**config.mk**
```make
export PLATFORM = sky130hd
export DESIGN_NAME = uart_tx_scheduler
export DESIGN_NICKNAME = d
export VERILOG_FILES = /design/src/rtl/uart_pkg.sv /design/src/rtl/rr_arb2.sv /design/src/rtl/uart_tx_scheduler.sv
export SDC_FILE = /design/constraint.sdc
export NUM_CORES = 1
export LEC_CHECK = 0
export ABC_AREA = 1
export BUFFER_PORTS_ARGS = -buffer_cell sky130_fd_sc_hd__buf_2
export CORE_ASPECT_RATIO = 0.9
export CORE_MARGIN = 5
export CORE_UTILIZATION = 32
export DETAILED_ROUTE_END_ITERATION = 8
export HOLD_SLACK_MARGIN = 0.02
export PLACE_DENSITY = 0.5
export SYNTH_ARGS = -nofsm -noshare
export SYNTH_HDL_FRONTEND = slang
export SYNTH_SLANG_ARGS = --single-unit
```
**constraint.sdc**
```tcl
create_clock -name clk -period 1.65 [get_ports clk]
set_input_delay 0.0825 -clock clk [delete_from_list [all_inputs] [get_ports clk]]
set_output_delay 0.0825 -clock clk [all_outputs]
set_load 0.1 [all_outputs]
```
**src/rtl/uart_pkg.sv**
```systemverilog
// Shared types and default sizing for the UART transmit scheduler.
// UART_TX_PARITY_EN adds the PARITY state to the FSM encoding.
package uart_pkg;

  localparam int unsigned DefDataW    = 8;
  localparam int unsigned DefStopBits = 1;

`ifdef UART_TX_PARITY_EN
  typedef enum logic [2:0] {
    StIdle,
    StAlign,
    StStart,
    StData,
    StParity,
    StStop
  } uart_state_e;
`else
  typedef enum logic [2:0] {
    StIdle,
    StAlign,
    StStart,
    StData,
    StStop
  } uart_state_e;
`endif

endpackage

```
**src/rtl/rr_arb2.sv**
```systemverilog
// Two-way round-robin arbiter: a lone requester always wins, on contention
// the requester named by pointer wins.
module rr_arb2 (
  input  logic [1:0] req,
  input  logic       pointer,
  output logic [1:0] grant
);

  always_comb begin
    grant = req;
    if (req == 2'b11) begin
      grant = pointer ? 2'b10 : 2'b01;
    end
  end

endmodule

```
**src/rtl/uart_tx_scheduler.sv**
```systemverilog
// Two-requester UART transmitter with round-robin frame scheduling.
// Define UART_TX_PARITY_EN to append an even-parity bit to every frame.
module uart_tx_scheduler
  import uart_pkg::*;
#(
  parameter int unsigned DATA_W    = DefDataW,
  parameter int unsigned STOP_BITS = DefStopBits
) (
  input  logic              clk,
  input  logic              rst,
  input  logic              baud_tick,
  input  logic [1:0]        req_valid,
  input  logic [DATA_W-1:0] req_data0,
  input  logic [DATA_W-1:0] req_data1,
  output logic [1:0]        req_ack,
  output logic              grant_id,
  output logic              tx,
  output logic              busy,
  output logic              done
);

  localparam int unsigned CntW = $clog2(DATA_W + 1);

  uart_state_e       state_q, state_d;
  logic [DATA_W-1:0] shreg_q, shreg_d;
  logic [CntW-1:0]   bit_cnt_q, bit_cnt_d;
  logic              stop_cnt_q, stop_cnt_d;
  logic              prio_q, prio_d;
  logic              grant_id_q, grant_id_d;
  logic              busy_q, busy_d;
  logic              done_q, done_d;
  logic [1:0]        ack_q, ack_d;
  logic              tx_q, tx_d;
  logic [1:0]        grant;
  logic [DATA_W-1:0] sel_data;
`ifdef UART_TX_PARITY_EN
  logic              parity_q, parity_d;
`endif

  // prio_q names the requester that wins a tie
  rr_arb2 u_arb (
    .req     (req_valid),
    .pointer (prio_q),
    .grant   (grant)
  );

  assign sel_data = grant[1] ? req_data1 : req_data0;

  always_comb begin
    state_d    = state_q;
    shreg_d    = shreg_q;
    bit_cnt_d  = bit_cnt_q;
    stop_cnt_d = stop_cnt_q;
    prio_d     = prio_q;
    grant_id_d = grant_id_q;
    busy_d     = busy_q;
    done_d     = 1'b0;
    ack_d      = 2'b00;
`ifdef UART_TX_PARITY_EN
    parity_d   = parity_q;
`endif
    case (state_q)
      StIdle: begin
        if (|req_valid) begin
          ack_d      = grant;
          grant_id_d = grant[1];
          prio_d     = ~grant[1];
          shreg_d    = sel_data;
          bit_cnt_d  = '0;
          stop_cnt_d = 1'b0;
          busy_d     = 1'b1;
          state_d    = StAlign;
`ifdef UART_TX_PARITY_EN
          parity_d   = ^sel_data;
`endif
        end
      end
      // wait for a fresh tick so the start bit is a full period
      StAlign: if (baud_tick) state_d = StStart;
      StStart: if (baud_tick) state_d = StData;
      StData: begin
        if (baud_tick) begin
          if (bit_cnt_q == CntW'(DATA_W - 1)) begin
`ifdef UART_TX_PARITY_EN
            state_d = StParity;
`else
            state_d = StStop;
`endif
          end else begin
            shreg_d   = shreg_q >> 1;
            bit_cnt_d = bit_cnt_q + 1'b1;
          end
        end
      end
`ifdef UART_TX_PARITY_EN
      StParity: if (baud_tick) state_d = StStop;
`endif
      StStop: begin
        if (baud_tick) begin
          if (stop_cnt_q == 1'(STOP_BITS - 1)) begin
            state_d = StIdle;
            done_d  = 1'b1;
            busy_d  = 1'b0;
          end else begin
            stop_cnt_d = 1'b1;
          end
        end
      end
      default: state_d = StIdle;
    endcase

    // line level follows the state being entered, keeping tx registered
    case (state_d)
      StStart:  tx_d = 1'b0;
      StData:   tx_d = shreg_d[0];
`ifdef UART_TX_PARITY_EN
      StParity: tx_d = parity_d;
`endif
      default:  tx_d = 1'b1;
    endcase
  end

  always_ff @(posedge clk or posedge rst) begin
    if (rst) begin
      state_q    <= StIdle;
      shreg_q    <= '0;
      bit_cnt_q  <= '0;
      stop_cnt_q <= 1'b0;
      prio_q     <= 1'b0;
      grant_id_q <= 1'b0;
      busy_q     <= 1'b0;
      done_q     <= 1'b0;
      ack_q      <= 2'b00;
      tx_q       <= 1'b1;
`ifdef UART_TX_PARITY_EN
      parity_q   <= 1'b0;
`endif
    end else begin
      state_q    <= state_d;
      shreg_q    <= shreg_d;
      bit_cnt_q  <= bit_cnt_d;
      stop_cnt_q <= stop_cnt_d;
      prio_q     <= prio_d;
      grant_id_q <= grant_id_d;
      busy_q     <= busy_d;
      done_q     <= done_d;
      ack_q      <= ack_d;
      tx_q       <= tx_d;
`ifdef UART_TX_PARITY_EN
      parity_q   <= parity_d;
`endif
    end
  end

  assign req_ack  = ack_q;
  assign grant_id = grant_id_q;
  assign tx       = tx_q;
  assign busy     = busy_q;
  assign done     = done_q;

endmodule

```
-- Word level (Yosys, flattened, before mapping)
Cells that the tools add are included.
- add/subtract/negate cells: 1
- equality and inequality tests: 13
- multiplexer cells: 33
- bitwise gates (word level): 1
- reduce and logical (&&, ||, !) cells: 8
- operators with widths (kind ; number):
    8-bit 2-to-1 mux ; 4
    3-bit 2-to-1 mux ; 7
    8-bit case mux with 2 select lines ; 1
    3-bit case mux with 5 select lines ; 1
    3-bit by 2-bit == test with 1-bit output, second input constant ; 4
    4-bit 2-to-1 mux ; 3
    2-bit inequality test, second input constant ; 5
    1-bit 2-to-1 mux ; 9
    2-bit 2-to-1 mux ; 4
    4-bit case mux with 2 select lines ; 1
    4-bit AND reduction ; 2
    1-bit case mux with 2 select lines ; 3
    4-bit by 1-bit adder with 4-bit output, second input constant ; 1
    4-bit by 3-bit == test with 1-bit output, second input constant ; 1
    2-bit nonzero test ; 2
    3-bit by 1-bit == test with 1-bit output, second input constant ; 1
    3-bit == test, second input constant ; 1
    3-bit zero test ; 1
    3-bit AND reduction ; 1
    2-bit == test, second input constant ; 1
    2-bit AND reduction ; 1
    2-bit OR reduction ; 1
    1-bit inverter ; 1
- flip-flop bits (word level): 23
- output and inout bits: 6
- word-level logic and storage cells: 67

-- Depth between registers and ports, before layout
Gate-level depths: netlist (run 1).
- word-level depth: 6
- gate-level depth with buffers: 8

-- By module
From an unflattened synthesis (run 1), not the netlist that was laid out.
- cell total of the unflattened synthesis: 134
- area total of the unflattened synthesis: 1088.5 sq um
- modules (own cells, without submodules) (module ; instances ; cells an instance ; area an instance (sq um)):
    uart_tx_scheduler ; 1 ; 129 ; 1067.3
    rr_arb2 ; 1 ; 5 ; 21.3

-- Worst setup path after synthesis (run 1)
No wires, ideal clock.
- path type: register -> register
- start point: reg bit_cnt_q[0]
- end point: reg tx_q (netlist: tx)
- data arrival time: 1.222 ns
- data required time: 1.589 ns
- path slack: 0.366 ns
- stages on the path, launching flop included: 9
- cells stage by stage: dfrtp_1 > ha_1 > nand3_1 > nand2_1 > nor2_8 > nand2_4 > nand3_2 > nand2_1 > nand2_1
- elaborated cells on any way between the ends: 10
- those cells by class: 3 x eq/ne; 7 x mux
- RTL lines (what ; RTL line ; RTL):
    start, declared ; uart_tx_scheduler.sv:26 ; logic [CntW-1:0] bit_cnt_q, bit_cnt_d;
    start signal, assigned ; uart_tx_scheduler.sv:141 ; bit_cnt_q <= bit_cnt_d;
    4-bit by 3-bit == test with 1-bit output ; uart_tx_scheduler.sv:83 ; if (bit_cnt_q == CntW'(DATA_W - 1)) begin
    8-bit 2-to-1 mux ; uart_tx_scheduler.sv:83 ;
    8-bit 2-to-1 mux ; uart_tx_scheduler.sv:82 ; if (baud_tick) begin
    8-bit case mux with 2 select lines ; uart_tx_scheduler.sv:62 ; case (state_q)
    net shreg_d[0] ; uart_tx_scheduler.sv:25 ; logic [DATA_W-1:0] shreg_q, shreg_d;
    1-bit case mux with 2 select lines ; uart_tx_scheduler.sv:113 ; case (state_d)
    net tx_d ; uart_tx_scheduler.sv:33 ; logic tx_q, tx_d;
    end signal, assigned ; uart_tx_scheduler.sv:148 ; tx_q <= tx_d;
    end, declared ; uart_tx_scheduler.sv:33 ;
The timed path passes the listed nets, and every way through them passes these cells. The select of a mux whose other input is x is not followed.
A chain may end at the register's enable or synchronous reset.

-- Worst setup path in the final report (run 1)
Same ends and word-level chain as after synthesis.

==> results of run 1 <==
## area by class of cell
| cell class | instances | area [sq um] |
|---|---|---|
| fillers | 363 | 1976 |
| flip-flops and latches | 22 | 551.8 |
| multi-input cells | 91 | 483.0 |
| repair buffers | 28 | 147.6 |
| well taps | 44 | 55.05 |
| clock buffers | 4 | 45.04 |
| inverters | 12 | 45.04 |
## per-stage QoR
stage                     setup slack (ps)  instance area, sq um  total power [mW]  util [%]
after floorplan                      366.5                  1080             1.754         -
after global placement               258.3                  1272             1.964     38.52
after detailed placement             217.2                  1272             1.981     38.52
after CTS                            201.8                  1328             2.328     40.19
after global routing                 64.30                  1328             2.484     40.19
final                                228.8                  1328             2.287     40.19
## registers in the layout, summed over array words and instances, names as in the netlist, 2 cells and up
name and count:
bit_cnt_q 4, req_ack 2, state_q 3, shreg_q 8
## critical path, stage by stage (launching register included)
cell,delay [ps]
dfrtp_1,420
ha_1,240
nand3_1,150
nand2_1,150
nor2_8,190
nand2_4,50
nand3_2,80
nand2_1,50
nand2_1,50
## metal layers
layer / up-vias / wire, um
met4: 0 / 17
met2: 19 / 1001
met1: 422 / 1098
li1: 477 / -
met3: 2 / 123
met5: - / 0
## cell usage after synthesis
master / number
dfstp_2: 1
nand4_1: 1
xor2_1: 1
nor2_1: 16
inv_1: 10
nand2_2: 2
nor4_1: 1
nand3_1: 6
nor2_4: 2
o21a_1: 1
nand2_4: 1
nand2_1: 32
nor2_2: 1
nand3_2: 2
inv_2: 2
dfrtp_1: 21
o21ai_1: 1
ha_1: 1
nor2_8: 1
o41ai_1: 1
nand3b_1: 2
o21ai_0: 10
o211ai_1: 6
a21oi_1: 3
## final timing paths
check                      cells past startpoint         end
setup / recovery                               8          tx
hold / removal                                 3  shreg_q[7]
setup reg to reg                               8          tx
hold reg to reg                                2      prio_q
max in group asynchronous                      4          tx
min in group asynchronous                      4  shreg_q[2]
## cells by family after synthesis
| group | count (synthesis) | share of synthesized area, % |
|---|---|---|
| AOI/OAI and AO/OA | 22 | 12.17 |
| adders and majority gates | 1 | 1.159 |
| and+or+nand+nor | 67 | 30.59 |
| DFF | 22 | 51.10 |
| buffers and inverters | 12 | 4.172 |
| xor gates and xnor gates | 1 | 0.8113 |
## where the power goes
part	switching (mW)	internal [mW]	total [mW]
logic	0.750	0.305	1.06
clock network	0.166	0.172	0.338
registers	0.140	0.754	0.893
total	1.06	1.23	2.29
## cell usage in the layout (no fill, tap or decap), types with 2 or more instances in the layout
cell type  Yosys  final
nand3_2        2      2
o211ai_1       6      6
nand2_1       32     32
nor2_1        16     16
buf_2          0     26
o21ai_0       10     10
nand3_1        6      6
inv_2          2      2
nand2_2        2      2
nor2_4         2      2
nand3b_1       2      2
clkbuf_8       0      3
inv_1         10     10
dfrtp_1       21     21
a21oi_1        3      3
==> insert_results.sql, run 1 <==
INSERT INTO impl_metrics (metric_group, metric, value, unit) VALUES
('power', 'power.leakage', '0.6634', 'nW'),
('yosys', 'synth_area', '1080', 'sq um'),
('floorplanning', 'die_y_extent', '65.11', 'um'),
('power', 'cell_pwr_density', '1723', 'nW/um^2'),
('clocking', 'clk_pin_slew', '80', 'ps'),
('yosys', 'yosys_warnings', '0', ''),
('sta', 'fin_crit', '1421', 'ps'),
('global_routing', 'grt_antenna_before_repair', '0', ''),
('yosys', 'synthesized_net_count', '147', ''),
('yosys', 'syn-instance-count', '125', ''),
('critical_path', 'setup.worst_path.class', 'reg2reg', ''),
('critical_path', 'cp-startpoint', 'bit_cnt_q[0]', ''),
('power', 'vdd_drop_max', '0.0009909', 'V'),
('global_routing', 'global_route.usage.met3', '3.058', '%'),
('clocking', 'post_cts_resized', '0', ''),
('global_routing', 'grt_pass1_wl', '4002', 'um'),
('floorplanning', 'core.rowCount', '20', ''),
('drt', 'wire_per_inst', '11.14', 'um'),
('global_routing', 'first_global_vias', '907', ''),
('sta', 'report.final.setup_viol', '0', ''),
('critical_path', 'cp-start-kind', 'register', ''),
('yosys', 'synth_top_cell_area_share', '48.67', '%'),
('hold_path', 'start_point_of_the_worst_hold_path', 'req_data1[7]', ''),
('yosys', 'post_synth_num_cell_types', '24', ''),
('clocking', 'cts.hold.buffers_added', '1', ''),
('floorplanning', 'die_width', '71.23', 'um'),
('yosys', 'post_syn_area_per_cell', '8.638', 'sq um'),
('global_routing', 'global_route.usage.met1', '13.85', '%'),
('critical_path', 'critical_path.endpoint_type', 'register', ''),
('sta', 'timing_max_transition_violations_final', '0', ''),
('clocking', 'clock_tree.buffer_depth', '2', ''),
('sta', 'fin_crit_sh', '86.14', '%'),
('final_layout', 'diodes', '0', ''),
('global_routing', 'grtUsageMet2', '17.32', '%'),
('global_routing', 'grt_most_used_layer', 'met2', ''),
('final_layout', 'nets', '180', ''),
('placed_design', 'place_inst', '196', ''),
('clocking', 'clock-sinks', '22', ''),
('drt', 'first_pass_iters', '4', ''),
('yosys', 'yosysTopAreaCell', 'dfrtp_1', ''),
('floorplanning', 'die_area', '4638', 'sq um'),
('sta', 'fin_setup_tns', '0', 'ps'),
('placed_design', 'dpl.hpwl', '1726', 'um'),
('sta', 'worst_hold_slack', '78.58', 'ps'),
('global_routing', 'gr-usage-all-layers', '10.84', '%'),
('floorplanning', 'core-area', '3303', 'sq um'),
('sta', 'finalHoldViolCount', '0', ''),
('critical_path', 'rrSetupSlack', '230', 'ps'),
('clocking', 'numCtsBuffers', '3', ''),
('run_status', 'status', 'finished, final reports clean', ''),
('drt', 'routed_wl', '2240', 'um'),
('drt', 'vias', '920', ''),
('drt', 'final_antenna_net_count', '0', ''),
('sta', 'final.setup_skew', '2.786', 'ps'),
('global_routing', 'maximum_number_of_pins_on_one_net_before_global_route_repair', '23', ''),
('drt', 'first_iter_violations', '40', ''),
('placed_design', 'gp_congestion', '0.7788', ''),
('sta', 'worst-slew-pin-transition', '490.1', 'ps'),
('clocking', 'cts.repair_timing.setup_buffer_count', '0', ''),
('final_layout', 'share_of_layout_cells_above_drive_strength_1', '26.75', '%'),
('critical_path', 'regToRegStartpoint', 'bit_cnt_q[0]', ''),
('floorplanning', 'floorplan.initialDensity', '32.69', '%'),
('clocking', 'clk_root_buffer_cell', 'clkbuf_8', ''),
('sta', 'rsz0062_at_grt', 'no', ''),
('drt', 'via_density_per_instance', '4.577', ''),
('placed_design', 'numPortBuffers', '26', ''),
('yosys', 'leading_cell_types_by_total_area_after_synthesis', 'dfrtp_1 (49%), nand2_1 (11%), nor2_1 (5.6%), o21ai_0 (4.6%), o211ai_1 (4.2%)', ''),
('sta', 'worst_slew_margin_rel', '67.55', '%'),
('final_layout', 'area_growth_syn_to_layout', '22.94', '%'),
('critical_path', 'worst_path_maximum_fanout', '9', ''),
('clocking', 'h_tree_lvl_count', '1', ''),
('run', 'drv_cap', '0', ''),
('floorplanning', 'design.portCount', '27', ''),
('critical_path', 'cp.required', '1850', 'ps'),
('hold_path', 'hp-class', 'in2reg', ''),
('yosys', 'yosys_register_bits', '22', ''),
('sta', 'max_clock_freq', '703.6', 'MHz'),
('clocking', 'clock_insertion_delay_at_the_later_pin_of_the_skew_report', '260', 'ps'),
('critical_path', 'worst-endpoint-arrival', '1630', 'ps'),
('yosys', 'synth.yosys.seq_area_share', '51.10', '%'),
('global_routing', 'gr-total-overflow', '0', ''),
('clocking', 'cts_tree', 'done', ''),
('drt', 'post-route-drc-count', '0', ''),
('final_layout', 'stdcell_count', '201', '');
Note: power is estimated with default switching activity, not from simulation.
==> run 2, diff against run 1 <==
--- a/config.mk
+++ b/config.mk
@@ -6,13 +6,14 @@
 export NUM_CORES = 1
 export LEC_CHECK = 0
 export ABC_AREA = 1
-export BUFFER_PORTS_ARGS = -buffer_cell sky130_fd_sc_hd__buf_2
 export CORE_ASPECT_RATIO = 0.9
 export CORE_MARGIN = 5
 export CORE_UTILIZATION = 32
+export CTS_CLUSTER_DIAMETER = 200
 export DETAILED_ROUTE_END_ITERATION = 8
+export DONT_BUFFER_PORTS = 1
 export HOLD_SLACK_MARGIN = 0.02
-export PLACE_DENSITY = 0.5
+export PLACE_DENSITY = 0.43
 export SYNTH_ARGS = -nofsm -noshare
 export SYNTH_HDL_FRONTEND = slang
 export SYNTH_SLANG_ARGS = --single-unit
==> run 2 against run 1 <==
Effect of this change:
- clock skew about the same
- combinational power fell by 9%
- register-to-register slack about the same
- worst setup slack got worse by 3.8 ps
- via count is 8.0% lower
- flip-flop and latch count unchanged
- final cell count is 9.0% lower
- core utilization fell by 1.1 points
- first-iteration DRC count fell by 25%
- cell area down 2.7%
- fmax down 0.26%
- critical endpoint is now shreg_q[4]
- largest power group is now sequential cells
==> insert_results.sql, run 2 (same netlist as run 1, synthesis figures left out) <==
INSERT INTO impl_metrics (metric_group, metric, value, unit) VALUES
('clocking', 'post_cts_resized', '0', ''),
('final_layout', 'diodes', '0', ''),
('run_status', 'status', 'finished, final reports clean', ''),
('critical_path', 'cp-startpoint', 'bit_cnt_q[0]', ''),
('final_layout', 'most_common_library_cell_in_the_layout_ignoring_fill_and_taps', 'nand2_1', ''),
('power', 'vdd_drop_max', '0.0008894', 'V'),
('sta', 'fin_crit', '1425', 'ps'),
('drt', 'final_antenna_net_count', '0', ''),
('final_layout', 'top_register', 'shreg_q', ''),
('critical_path', 'critical_path.max_stage_delay', '410', 'ps'),
('drt', 'wire_per_inst', '12.51', 'um'),
('final_layout', 'share_of_layout_cells_above_drive_strength_1', '15.83', '%'),
('critical_path', 'regToRegStartpoint', 'bit_cnt_q[0]', ''),
('final_layout', 'nets', '162', ''),
('sta', 'final.setup_skew', '2.903', 'ps'),
('critical_path', 'cp_top_family', 'simple AND/OR/NAND/NOR gates', ''),
('sta', 'worst_hold_slack', '30.85', 'ps'),
('drt', 'via_density_per_instance', '4.623', ''),
('sta', 'worst_slew_margin_rel', '67.44', '%'),
('sta', 'finalHoldViolCount', '0', ''),
('clocking', 'clock_tree.buffer_depth', '2', ''),
('critical_path', 'rrSetupSlack', '230', 'ps'),
('floorplanning', 'die_width', '71.23', 'um'),
('placed_design', 'numPortBuffers', '0', ''),
('critical_path', 'timing.critical_path.mode_cell', 'nand3_1', ''),
('critical_path', 'critical_path_depth', '7', ''),
('final_layout', 'area_growth_syn_to_layout', '19.58', '%'),
('placed_design', 'dpl.hpwl', '1747', 'um'),
('drt', 'first_iter_violations', '30', ''),
('critical_path', 'setup.worst_path.class', 'reg2reg', ''),
('final_layout', 'final_cell_mix', 'nand2_1 (32), dfrtp_1 (21), nor2_1 (16), inv_1 (10), o21ai_0 (10)', ''),
('critical_path', 'worst_r2r_path_depth', '7', ''),
('clocking', 'numCtsBuffers', '3', ''),
('critical_path', 'cp_slowest_cell', 'dfrtp_1', ''),
('final_layout', 'finish.instance_area', '1291', 'sq um'),
('clocking', 'cts.hold.buffers_added', '4', ''),
('sta', 'fin_setup_tns', '0', 'ps'),
('final_layout', 'largest_registers', 'shreg_q (8), bit_cnt_q (4), state_q (3)', ''),
('run', 'drv_cap', '0', ''),
('sta', 'worst-slew-pin-transition', '489.5', 'ps'),
('drt', 'post-route-drc-count', '0', ''),
('final_layout', 'multi_input_comb_area', '483.0', 'sq um'),
('critical_path', 'worst_path_maximum_fanout', '9', ''),
('global_routing', 'grt_antenna_before_repair', '0', ''),
('sta', 'report.final.setup_viol', '0', ''),
('clocking', 'clock-sinks', '22', ''),
('final_layout', 'nFillCells', '353', ''),
('global_routing', 'first_global_vias', '846', ''),
('clocking', 'h_tree_lvl_count', '1', ''),
('critical_path', 'worstReg2RegEnd', 'shreg_q[4]', ''),
('critical_path', 'worst-endpoint-arrival', '1570', 'ps'),
('power', 'cell_pwr_density', '1903', 'nW/um^2'),
('sta', 'fin_crit_sh', '86.36', '%'),
('critical_path', 'critical_path.endpoint_type', 'register', ''),
('clocking', 'clock_insertion_delay_at_the_later_pin_of_the_skew_report', '260', 'ps'),
('global_routing', 'grt_pass1_wl', '3898', 'um'),
('placed_design', 'gp_congestion', '0.7695', ''),
('global_routing', 'gr-usage-all-layers', '10.71', '%'),
('clocking', 'cts.repair_timing.setup_buffer_count', '0', ''),
('drt', 'vias', '846', ''),
('critical_path', 'worst_path_buf_inv', '1', ''),
('final_layout', 'register_area', '551.8', 'sq um'),
('clocking', 'cts_tree', 'done', ''),
('critical_path', 'cp.required', '1800', 'ps'),
('placed_design', 'detailed_place.area', '1180', 'sq um'),
('clocking', 'clk_root_buffer_cell', 'clkbuf_8', ''),
('global_routing', 'gr-total-overflow', '0', ''),
('sta', 'max_clock_freq', '701.8', 'MHz'),
('hold_path', 'hp-class', 'in2reg', ''),
('sta', 'timing_max_transition_violations_final', '0', ''),
('floorplanning', 'core.rowCount', '20', ''),
('drt', 'first_pass_iters', '4', ''),
('final_layout', 'largest_register_ffs', '8', ''),
('floorplanning', 'die_y_extent', '65.11', 'um'),
('drt', 'routed_wl', '2289', 'um'),
('floorplanning', 'core-area', '3303', 'sq um'),
('power', 'power.leakage', '0.6094', 'nW'),
('sta', 'rsz0062_at_grt', 'no', ''),
('floorplanning', 'design.portCount', '27', ''),
('floorplanning', 'floorplan.initialDensity', '32.69', '%'),
('global_routing', 'maximum_number_of_pins_on_one_net_before_global_route_repair', '23', ''),
('critical_path', 'timing.critical_path.to', 'shreg_q[4]', ''),
('floorplanning', 'die_area', '4638', 'sq um'),
('clocking', 'clk_pin_slew', '80', 'ps'),
('critical_path', 'list_of_cells_traversed_by_the_critical_path', 'ha_1 > nand3_1 > nand3_1 > nand2_2 > inv_2 > nand2_1 > o211ai_1', ''),
('critical_path', 'cp-start-kind', 'register', '');
## run 2: cell types whose count changed in the layout (fill, tap and decap cells not counted), sizes merged
cell and change:
clkbuf -1, dlygate4sd3 +3, bufinv +1, buf -21
## run 2: where the power goes
| group | switching [mW] | total [mW] | internal (mW) |
|---|---|---|---|
| combinational | 0.663 | 0.966 | 0.303 |
| clock | 0.179 | 0.503 | 0.324 |
| sequential | 0.231 | 0.988 | 0.757 |
## run 2: cell type report
cell class / count / area share [%]
Clock buffer: 3 / 3.198
Clock inverter: 1 / 2.326
Tap cell: 44 / 4.264
Timing Repair Buffer: 10 / 6.589
Inverter: 12 / 3.488
Multi-Input combinational cell: 91 / 37.40
Sequential cell: 22 / 42.73
## run 2: per-layer routing
| metal | wire length (um) | part of all wire (%) | track usage [%] |
|---|---|---|---|
| met5 | 0 | 0 | 0 |
| met4 | 31 | 1.4 | 3.991 |
| met3 | 137 | 6.0 | 3.364 |
| met2 | 1018 | 44 | 15.60 |
| met1 | 1102 | 48 | 14.84 |
## run 2: worst min-delay path by stage
stage | cells past startpoint | startpoint | slack (ps) | endpoint
5_1_grt | 2 | req_data1[1] | 30 | shreg_q[1]
4_1_cts | 2 | req_data1[6] | 30 | shreg_q[6]
2_1_floorplan | 1 | rst | 70 | bit_cnt_q[0]
6_report | 2 | req_data1[6] | 30 | shreg_q[6]
3_5_place_dp | 2 | rst | 40 | bit_cnt_q[3]
3_3_place_gp | 2 | rst | 40 | bit_cnt_q[3]
## run 2: worst register-to-register path, delay by kind of cell, from the launching register on
| kind | cells | cell delay, ps |
|---|---|---|
| AOI/OAI and AO/OA | 1 | 80 |
| adders and majority gates | 1 | 240 |
| buffers and inverters | 1 | 100 |
| DFF | 1 | 410 |
| and+or+nand+nor | 4 | 470 |
## run 2: metrics by stage
step	total power, mW	utilization (%)	setup slack [ps]	std cells
6_report	2.457	39.09	225.0	183
5_1_grt	2.664	39.09	48.52	183
4_1_cts	2.497	39.09	211.7	183
3_5_place_dp	1.978	35.72	221.3	175
3_3_place_gp	1.956	35.72	246.7	175
2_1_floorplan	1.754	-	366.5	125
